==> src/rtl/clock_set.sv <==
// Settable hour/minute/second time-of-day counter driven by a single-clock prescaler tick.
// A four-state set-mode FSM selects a field that single-cycle inc pulses advance modulo its own range.
module clock_set #(
  parameter int CLK_FREQ  = 25_000_000,
  parameter int HOUR_M    = 24,
  parameter int MIN_M     = 60,
  parameter int SEC_M     = 60,
  parameter int HOUR_INIT = 0,
  parameter int MIN_INIT  = 0,
  parameter int SEC_INIT  = 0
) (
  input  logic        clk,
  input  logic        rstn,
  input  logic        en,
  input  logic        mode,
  input  logic        inc,
  output logic [23:0] cur_time,
  output logic [1:0]  field_sel,
  output logic        sec_pulse,
  output logic        day_pulse
);

  localparam int PW = (CLK_FREQ > 1) ? $clog2(CLK_FREQ) : 1;
  localparam logic [PW-1:0] PRESC_LAST = PW'(CLK_FREQ - 1);

  localparam logic [7:0] HOUR_LAST = 8'(HOUR_M - 1);
  localparam logic [7:0] MIN_LAST  = 8'(MIN_M - 1);
  localparam logic [7:0] SEC_LAST  = 8'(SEC_M - 1);
  localparam logic [7:0] HOUR_RST  = 8'(HOUR_INIT);
  localparam logic [7:0] MIN_RST   = 8'(MIN_INIT);
  localparam logic [7:0] SEC_RST   = 8'(SEC_INIT);

  typedef enum logic [1:0] {
    ST_RUN      = 2'd0,
    ST_SET_HOUR = 2'd1,
    ST_SET_MIN  = 2'd2,
    ST_SET_SEC  = 2'd3
  } state_e;

  state_e         state_q, state_d;
  logic [PW-1:0]  presc_q, presc_d;
  logic [7:0]     hour_q, hour_d;
  logic [7:0]     min_q, min_d;
  logic [7:0]     sec_q, sec_d;
  logic           sec_pulse_q, sec_pulse_d;
  logic           day_pulse_q, day_pulse_d;

  logic run, set_hour, set_min, set_sec;
  logic tick, sec_wrap, min_wrap, hour_wrap, inc_act;

  // Modulo increment of one time field; last is the field's final legal value.
  function automatic logic [7:0] wrap_inc(input logic [7:0] v, input logic [7:0] last);
    return (v == last) ? 8'd0 : v + 8'd1;
  endfunction

  // FSM state register
  always_ff @(posedge clk or negedge rstn) begin
    if (!rstn) state_q <= ST_RUN;
    else       state_q <= state_d;
  end

  // FSM next state: mode cycles RUN -> HOUR -> MIN -> SEC -> RUN
  always_comb begin
    state_d = state_q;
    if (mode) begin
      unique case (state_q)
        ST_RUN:      state_d = ST_SET_HOUR;
        ST_SET_HOUR: state_d = ST_SET_MIN;
        ST_SET_MIN:  state_d = ST_SET_SEC;
        ST_SET_SEC:  state_d = ST_RUN;
        default:     state_d = ST_RUN;
      endcase
    end
  end

  // FSM outputs
  always_comb begin
    run       = (state_q == ST_RUN);
    set_hour  = (state_q == ST_SET_HOUR);
    set_min   = (state_q == ST_SET_MIN);
    set_sec   = (state_q == ST_SET_SEC);
    field_sel = state_q;
  end

  assign tick      = run & en & (presc_q == PRESC_LAST);
  assign sec_wrap  = (sec_q == SEC_LAST);
  assign min_wrap  = (min_q == MIN_LAST);
  assign hour_wrap = (hour_q == HOUR_LAST);
  // mode has priority over a coincident inc
  assign inc_act   = inc & ~mode;

  always_comb begin
    presc_d = presc_q;
    if (run && en)
      presc_d = tick ? '0 : presc_q + 1'b1;
    else if (set_sec && mode)
      presc_d = '0;
  end

  // All carries resolve on the same edge; set-mode increments never carry.
  always_comb begin
    hour_d      = hour_q;
    min_d       = min_q;
    sec_d       = sec_q;
    sec_pulse_d = tick;
    day_pulse_d = tick & sec_wrap & min_wrap & hour_wrap;
    if (tick) begin
      sec_d = wrap_inc(sec_q, SEC_LAST);
      if (sec_wrap) begin
        min_d = wrap_inc(min_q, MIN_LAST);
        if (min_wrap) hour_d = wrap_inc(hour_q, HOUR_LAST);
      end
    end else if (inc_act) begin
      if (set_hour) hour_d = wrap_inc(hour_q, HOUR_LAST);
      if (set_min)  min_d  = wrap_inc(min_q, MIN_LAST);
      if (set_sec)  sec_d  = wrap_inc(sec_q, SEC_LAST);
    end
  end

  always_ff @(posedge clk or negedge rstn) begin
    if (!rstn) begin
      presc_q     <= '0;
      hour_q      <= HOUR_RST;
      min_q       <= MIN_RST;
      sec_q       <= SEC_RST;
      sec_pulse_q <= 1'b0;
      day_pulse_q <= 1'b0;
    end else begin
      presc_q     <= presc_d;
      hour_q      <= hour_d;
      min_q       <= min_d;
      sec_q       <= sec_d;
      sec_pulse_q <= sec_pulse_d;
      day_pulse_q <= day_pulse_d;
    end
  end

  assign cur_time  = {hour_q, min_q, sec_q};
  assign sec_pulse = sec_pulse_q;
  assign day_pulse = day_pulse_q;

endmodule

==> config.mk <==
export PLATFORM = sky130hd
export DESIGN_NAME = clock_set
export DESIGN_NICKNAME = d
export VERILOG_FILES = /design/src/rtl/clock_set.sv
export SDC_FILE = /design/constraint.sdc
export NUM_CORES = 1
export LEC_CHECK = 0
export ABC_CLOCK_PERIOD_IN_PS = 6490
export CAP_MARGIN = 0
export CELL_PAD_IN_SITES_DETAIL_PLACEMENT = 0
export CELL_PAD_IN_SITES_GLOBAL_PLACEMENT = 1
export CORE_MARGIN = 5
export CORE_UTILIZATION = 47
export CTS_CLUSTER_DIAMETER = 120
export DETAILED_ROUTE_END_ITERATION = 12
export PLACE_DENSITY_LB_ADDON = 0.08
export SLEW_MARGIN = 20
export SYNTH_ARGS = -nofsm -noshare
export SYNTH_HDL_FRONTEND = slang
export SYNTH_SLANG_ARGS = --single-unit
==> constraint.sdc <==
create_clock -name clk -period 6.49 [get_ports clk]
set_input_delay 1.298 -clock clk [delete_from_list [all_inputs] [get_ports clk]]
set_output_delay 1.298 -clock clk [all_outputs]
set_load 0.005 [all_outputs]
# ---- After elaboration in Yosys (flattened, before gate mapping)
# Index checks and enable logic that the tools add are counted.
dict set report word_totals {
  reg_bits 53
  latch_bits 0
  ramBits 0
  rom_bits 0
  out_inout_bits 28
  memories 0
}
dict set report classes {
  addsub 4
  mul 0
  n_div 0
  order_cmp 0
  eq_ne 9
  n_shift 0
  mux 19
  n_bitwise 7
  n_reduce_logical 11
}
# operator count
set op_table {}
lappend op_table {{$mux 8} 15}
lappend op_table {{$mux 25} 3}
lappend op_table {{$add 25x1->25 const B} 1}
lappend op_table {{$eq 25x25->1 const B} 1}
lappend op_table {{$add 8x1->8 const B} 3}
lappend op_table {{$eq 8x6->1 const B} 2}
lappend op_table {{$reduce_bool 2->1} 5}
lappend op_table {{$eq 8x5->1 const B} 1}
lappend op_table {{$pmux 2 s4} 1}
lappend op_table {{$and 1x1->1} 6}
lappend op_table {{$eq 2x2->1 const B} 2}
lappend op_table {{$ne 2x1->1 const B} 2}
lappend op_table {{$reduce_and 4->1} 1}
lappend op_table {{$reduce_and 3->1} 1}
lappend op_table {{$eq 2x1->1 const B} 1}
lappend op_table {{$logic_and 1x1->1} 2}
lappend op_table {{$logic_not 2->1} 1}
lappend op_table {{$reduce_and 2->1} 1}
lappend op_table {{$not 1->1} 1}

# ---- Depth between registers and ports, before layout
# Gate-level depths: netlist of the first run.
dict set report depth {
  depth_word 6
  mapped_depth 7
  mapped_depth_nobuf 7
}

# ---- Worst setup path after synthesis of the first run
# No wires, ideal clock.
dict set report synth_path {
  path_type {input -> register}
  startpoint {in en}
  endpoint {reg min_q[0]}
  setup_ns 0.125
  t_arrival_ns 2.551
  setup_slack_ns 3.814
  path_stages 5
  n_path_buf 0
  cell_sequence {and4b_1 nand4_1 o21ai_2 and2_4 mux2_2}
}
dict set report synth_via {
  elab_chain_cells 4
  word_cells_on_any_way 7
}
# element line_no
set synth_rtl {}
lappend synth_rtl {{start, declared} 14} ;# input logic en,
lappend synth_rtl {{$and 1x1->1 * (2 in series)} 85} ;# assign tick = run & en & (presc_q == PRESC_LAST);
lappend synth_rtl {{$ne 2x1->1 (no line) / $reduce_bool 2->1 (equally long branches)} -}
lappend synth_rtl {{$reduce_and 3->1 (no line)} -}
lappend synth_rtl {{end signal, assigned} 131} ;# min_q <= min_d;
lappend synth_rtl {{end, declared} 43} ;# logic [7:0] min_q, min_d;
# Mark *: on every way between the ends. The rest lies on a longest branch, timed or not.
# A chain may end at the register's enable or synchronous reset.

# ---- Final worst setup path of the first run
dict set report layout_path {
  startpoint {in en}
  endpoint {reg min_q[1]}
}
# Same word-level chain as after synthesis.

==> impl_results.md, run 1 <==
* Num CTS Buffers at 5
* Yosys reg bits at 53
* Routed wire length at 6860 µm
* Static Leakage at 1.49 nW
* Antenna violations before repair at 0
* Primary FF master, synth: dfrtp_1
* DP Cell Count at 425
* Starting density of the core at 0.483
* 1st-iter DRT viols at 89
* Post-DP HPWL at 4850 µm
* DR DRC count at 0
* First-pass GRT wire length at 12100 µm
* Pre-Repair DR Iteration Count at 4
* CTS tree: done
* CTS H-tree depth at 2
* Crit path max fanout at 8
* Diode count at 0
* I/O pin count at 33
* CTS resizes at 0
* Total gr overflow at 0
* DR WL/cell at 15.8 µm
* Crit-path leading delay family: simple AND/OR/NAND/NOR gates
* Fin Clk Skew at 0.00753 ns
* Die span in y at 90.8 µm
* Placed Area at between 3000 and 4000 µm²
* Synth cell types at 61
* Tcrit/Tclk final at 0.475
* Share of cells above drive strength 1 at 0.107
* Startpoint types: input port
* Number of global-route vias before repair at 2482
* CTS root buf: clkbuf_8
* Clk buf depth at 2
* Clk_lat worst skew at 0.31 ns
* Mapped cell area at 3070 µm²
* Crit end category: flop
* Net count after synthesis at 336
* RD Place Congestion at 0.769
* Register area share after synthesis at 0.432
* Post-Layout Cell Count at 433
* Std cell rows at 29
* Die W at about 91 µm
* Max incr delay on CP at 0.52 ns
* Synthesis-to-finish area growth at 15.6%
* # setup viols final at 0
* Hold Crit Class: flop to flop
* Asr flop ratio synth at 1.00
* Worst-path clk slew at 0.10 ns
* CP arrival at 3.28 ns
* Most common cell after layout, fill and taps aside: dfrtp_1
* Setup_tns at 0 ns
* DR vias/cell at between 5 and 6
* Setup Fix Bufs, Post-CTS at 0
* Final ANT Viol Nets at 0
* Total vias in the final route at 2533
* Ys Warns at 0
* Core area at approximately 6300 µm²
* Max frequency at around 0.32 GHz
* Hold_ws at 0.480 ns
* Final #Nets at between 300 and 400
* Final Total Pwr at 958 µW
* Hold Buf Count CTS at 0
* Post-synth EDFFs at 0
* Largest net degree at the start of global routing at 54
* Post-synthesis cell count at between 300 and 400
* Critical path buffers and inverters at 1
* Clk sink count at 53
* Worst Path Required at 6.68 ns
* Run status: finished clean
* Clock period minus final worst setup slack at 3.08 ns
* RSZ-0062 raised after global routing: false
* Worst Setup Path Type: input port to flop
* Slew HR at 0.474
* Gr usage total at 0.172
* Worst-Margin Slew at 0.782 ns
* Final Hold Viols at 0
* Pwr/cell area at 270 nW/µm²
* Commonest non-fill, non-tap cells in the layout: dfrtp_1 (53), nand2_1 (37), clkdlybuf4s50_1 (31), nand3_1 (23), a21oi_1 (21)
* Peak supply drop at 0.138 mV
* CP cell instances: clkdlybuf4s50_1 -> and4b_1 -> nand4_1 -> o21ai_2 -> and2_4 -> mux2_2
* Slowest library cell on the worst path: clkdlybuf4s50_1
* PortBufs at 32
* Die Area at 8240 µm²
* Maxcap violations at 0
* Final Cell Area at 3550 µm²
* Final number of max-transition violations at 0
* Syn_area_per_cell at 9.52 µm²
cell families after synthesis:
family / synth area share
simple gates: 0.257
compound gates: 0.193
flops: 0.432
buf+inv: 0.0282
fa+ha+maj: 0.0367
xor+xnor: 0.0228
mux: 0.0290
synthesized netlist by cell type, types with 6 or more instances:
cell type | count | area (µm²)
and2_1 | 7 | 43.8
o21ai_0 | 20 | 100
inv_1 | 12 | 45.0
a41oi_1 | 6 | 52.6
nand2_1 | 37 | 139
and3_1 | 9 | 56.3
xor2_1 | 6 | 52.6
ha_1 | 9 | 113
mux2_2 | 7 | 78.8
a31oi_1 | 9 | 56.3
nor3_1 | 7 | 35.0
dfrtp_1 | 53 | 1330
buf_2 | 6 | 30.0
nand3_1 | 23 | 115
nand4_1 | 7 | 43.8
a21oi_1 | 21 | 105
nor2_1 | 14 | 52.6
flip-flops by register name, summed over array words and instances, names as in the netlist:
register and flops:
presc_q 25, hour_q 8, min_q 8, sec_q 8, field_sel 2, day_pulse 1, sec_pulse 1
area by class of cell:
class | instances | area [µm²]
clock buffer | 5 | 68.8
clock inverter | 3 | 17.5
fill | 573 | 2800
inverter | 12 | 45.0
multi-input combinational | 248 | 1650
sequential | 53 | 1330
tap | 77 | 96.3
timing repair buffer | 35 | 338
stage by stage:
stage	util	worst slack [ns]
after floorplan	-	3.81
after global placement	0.545	3.14
after detailed placement	0.545	3.09
after CTS	0.558	3.42
after global routing	0.558	3.29
final	0.558	3.41
path summary, 6_finish.rpt:
path	start	end	slack (ns)	cells past startpoint
setup / recovery	en	min_q[1]$_DFFE_PN0P_	3.41	6
hold / removal	presc_q[21]$_DFFE_PN0P_	presc_q[21]$_DFFE_PN0P_	0.48	1
setup reg to reg	field_sel[0]$_DFFE_PN0P_	min_q[1]$_DFFE_PN0P_	4.15	7
hold reg to reg	presc_q[21]$_DFFE_PN0P_	presc_q[21]$_DFFE_PN0P_	0.48	1
max in group asynchronous	rstn	presc_q[12]$_DFFE_PN0P_	4.94	2
min in group asynchronous	rstn	sec_q[6]$_DFFE_PN0P_	1.10	2
per-layer routing:
layer,GRT usage,up-vias,share of wire
li1,-,1259,-
met1,0.230,1229,0.48
met2,0.289,37,0.47
met3,0.0325,8,0.034
met4,0.0416,0,0.012
met5,0,-,0
worst register-to-register path, cell delays in order, from the launching register on:
cell     delay (ns)
dfrtp_1        0.42
inv_1          0.13
ha_1           0.22
and4b_1        0.20
nand4_1        0.29
o21ai_2        0.40
and2_4         0.24
mux2_2         0.33
power breakdown:
group,switching (mW),internal [mW]
Combinational,0.165,0.160
Sequential,0.0680,0.380
Clock,0.110,0.0748
No activity file was read; power rests on OpenSTA's default activity.
==> run 2, diff against run 1 <==
--- a/config.mk
+++ b/config.mk
@@ -5,12 +5,12 @@
 export SDC_FILE = /design/constraint.sdc
 export NUM_CORES = 1
 export LEC_CHECK = 0
-export ABC_CLOCK_PERIOD_IN_PS = 6490
+export ABC_CLOCK_PERIOD_IN_PS = 2700
 export CAP_MARGIN = 0
 export CELL_PAD_IN_SITES_DETAIL_PLACEMENT = 0
 export CELL_PAD_IN_SITES_GLOBAL_PLACEMENT = 1
 export CORE_MARGIN = 5
-export CORE_UTILIZATION = 47
+export CORE_UTILIZATION = 40
 export CTS_CLUSTER_DIAMETER = 120
 export DETAILED_ROUTE_END_ITERATION = 12
 export PLACE_DENSITY_LB_ADDON = 0.08
==> constraint.sdc (replaced) <==
create_clock -name clk -period 2.7 [get_ports clk]
set_input_delay 0.54 -clock clk [delete_from_list [all_inputs] [get_ports clk]]
set_output_delay 0.54 -clock clk [all_outputs]
set_load 0.005 [all_outputs]
==> run 2 against run 1 <==
Net effect: largest cell class unchanged; sequential cell count did not move; largest power group unchanged; hold slack got worse by 0.21 ns; clock skew barely moved; critical endpoint is now presc_q[19]$_DFFE_PN0P_.
==> impl_results.md, run 2 (synthesized netlist as in run 1, its figures left out) <==
* Run status: finished clean
* Max frequency at 0.437 GHz
* Peak supply drop at 0.213 mV
* Num CTS Buffers at 5
* Post-place setup slack at 0.285 ns
* Clk_lat worst skew at around 0.3 ns
* RSZ-0062 raised after global routing: false
* Post-DP HPWL at 5210 µm
* R2R setup slack at around 0.4 ns
* DR DRC count at 0
* Hold Crit Class: input port to asynchronous set/reset pin
* Slew HR at 0.546
* DP Cell Count at 457
* Starting density of the core at 0.403
* Setup Fix Bufs, Post-CTS at 0
* Reg2reg path depth at 6
* DR vias/cell at roughly 5.5
* Pwr/cell area at 640 nW/µm²
* RD Place Congestion at between 0.7 and 0.8
* Core area at 7610 µm²
* Worst Setup Path Type: flop to flop
* Maxcap violations at 0
* Die Area at roughly 9500 µm²
* Diode count at 0
* Total vias in the final route at ~2600
* Fin Clk Skew at 0.00777 ns
* Total gr overflow at 0
* Static Leakage at 1.52 nW
* Largest reg by FF count: presc_q
* Pre-Repair DR Iteration Count at 6
* CTS resizes at 0
* Number of global-route vias before repair at 2470
* CP Capture Point: presc_q[19]$_DFFE_PN0P_
* Final Hold Viols at 0
* Clock period minus final worst setup slack at 2.29 ns
* Max reg flops at 25
* Startpoint types: flop
* Std cell rows at 32
* Crit end category: flop
* Worst r2r dst: presc_q[19]$_DFFE_PN0P_
* Final ANT Viol Nets at 0
* Gr usage total at 0.154
* DR WL/cell at 15.8 µm
* Worst Path Required at 2.94 ns
* Worst-Margin Slew at 0.680 ns
* Share of cells above drive strength 1 at 0.116
* CP arrival at 2.53 ns
* Worst-path clk slew at 0.09 ns
* Most common cell after layout, fill and taps aside: dfrtp_1
* PortBufs at 32
* Die span in y at 97.6 µm
* 1st-iter DRT viols at 100
* Crit path max fanout at 12
* Clk sink count at 53
* Final number of max-transition violations at 0
* Die W at 97.6 µm
* Crit Reg-Reg Startpoint: presc_q[0]$_DFFE_PN0P_
* Slowest library cell on the worst path: or4_1
* Critical Path Most Common Cell: and2_1
* I/O pin count at 33
* Clk buf depth at 2
* Largest net degree at the start of global routing at 31
* Max incr delay on CP at slightly below 0.5 ns
* Setup ws final at 0.409 ns
* Final #Nets at 376
* CTS H-tree depth at 2
* Tcrit/Tclk final at 0.848
* Antenna violations before repair at 0
* CTS tree: done
* Post-Layout Cell Count at 465
* CP cell instances: ha_1 -> and2_1 -> and2_1 -> a31o_2 -> or4_1 -> nand3_1
* First-pass GRT wire length at 12400 µm
* Setup_tns at 0 ns
* Routed wire length at 7330 µm
* CTS root buf: clkbuf_8
* Commonest non-fill, non-tap cells in the layout: dfrtp_1 (53), nand2_1 (37), clkdlybuf4s50_1 (31), nand3_1 (23), a21oi_1 (21)
* Synthesis-to-finish area growth at 18.2%
* Crit. Startpoint: presc_q[0]$_DFFE_PN0P_
* Hold Buf Count CTS at 0
* # setup viols final at 0
-- run 2: cell count changes in the layout (fill, tap and decap cells not counted) --
cell / before / now
buf_4: 3 / 10
clkinvlp_4: 1 / 0
clkinv_2: 2 / 0
clkbuf_1: 0 / 3
-- run 2: area by class of cell --
type / count / area, µm²
Fill cell: 764 / 3980
Multi-Input combinational cell: 248 / 1650
Sequential cell: 53 / 1330
Timing Repair Buffer: 42 / 390
Tap cell: 102 / 128
Clock buffer: 8 / 80.1
Inverter: 12 / 45.0
-- run 2: critical path, delay by kind of cell, from the launching register on --
kind / cells / cell delay (ns)
and+or+nand+nor: 4 / 1.08
AOI/OAI and AO/OA: 1 / 0.40
adders and majority gates: 1 / 0.28
DFF: 1 / 0.46
-- run 2: through the flow --
step / utilization / total power [mW] / hold WS [ns] / instance area (µm²)
after floorplan: - / 1.51 / 0.244 / 3070
after global placement: 0.466 / 1.89 / 0.466 / 3540
after detailed placement: 0.466 / 1.91 / 0.481 / 3540
after CTS: 0.476 / 2.36 / 0.285 / 3620
after global routing: 0.476 / 2.49 / 0.326 / 3620
final: 0.476 / 2.32 / 0.269 / 3620
-- run 2: worst min path at each step --
stage                              endpoint  slack, ns  cells past startpoint
floorplan               day_pulse$_DFF_PN0_       0.24                      0
global placement    presc_q[21]$_DFFE_PN0P_       0.47                      1
detailed placement  presc_q[21]$_DFFE_PN0P_       0.48                      1
CTS                     sec_pulse$_DFF_PN0_       0.28                      1
global route          hour_q[1]$_DFFE_PN0P_       0.33                      1
finish                 sec_q[7]$_DFFE_PN0P_       0.27                      1
-- run 2: power breakdown --
group / switching [mW] / internal [mW]
Clock: 0.253 / 0.185
Sequential: 0.168 / 0.914
Combinational: 0.402 / 0.398
-- run 2: layer usage --
layer	vias up	part of all wire	global-route usage
met5	-	0	0
met4	0	0.0093	0.0341
met3	6	0.029	0.0230
met2	50	0.47	0.260
met1	1237	0.49	0.209
li1	1277	-	-
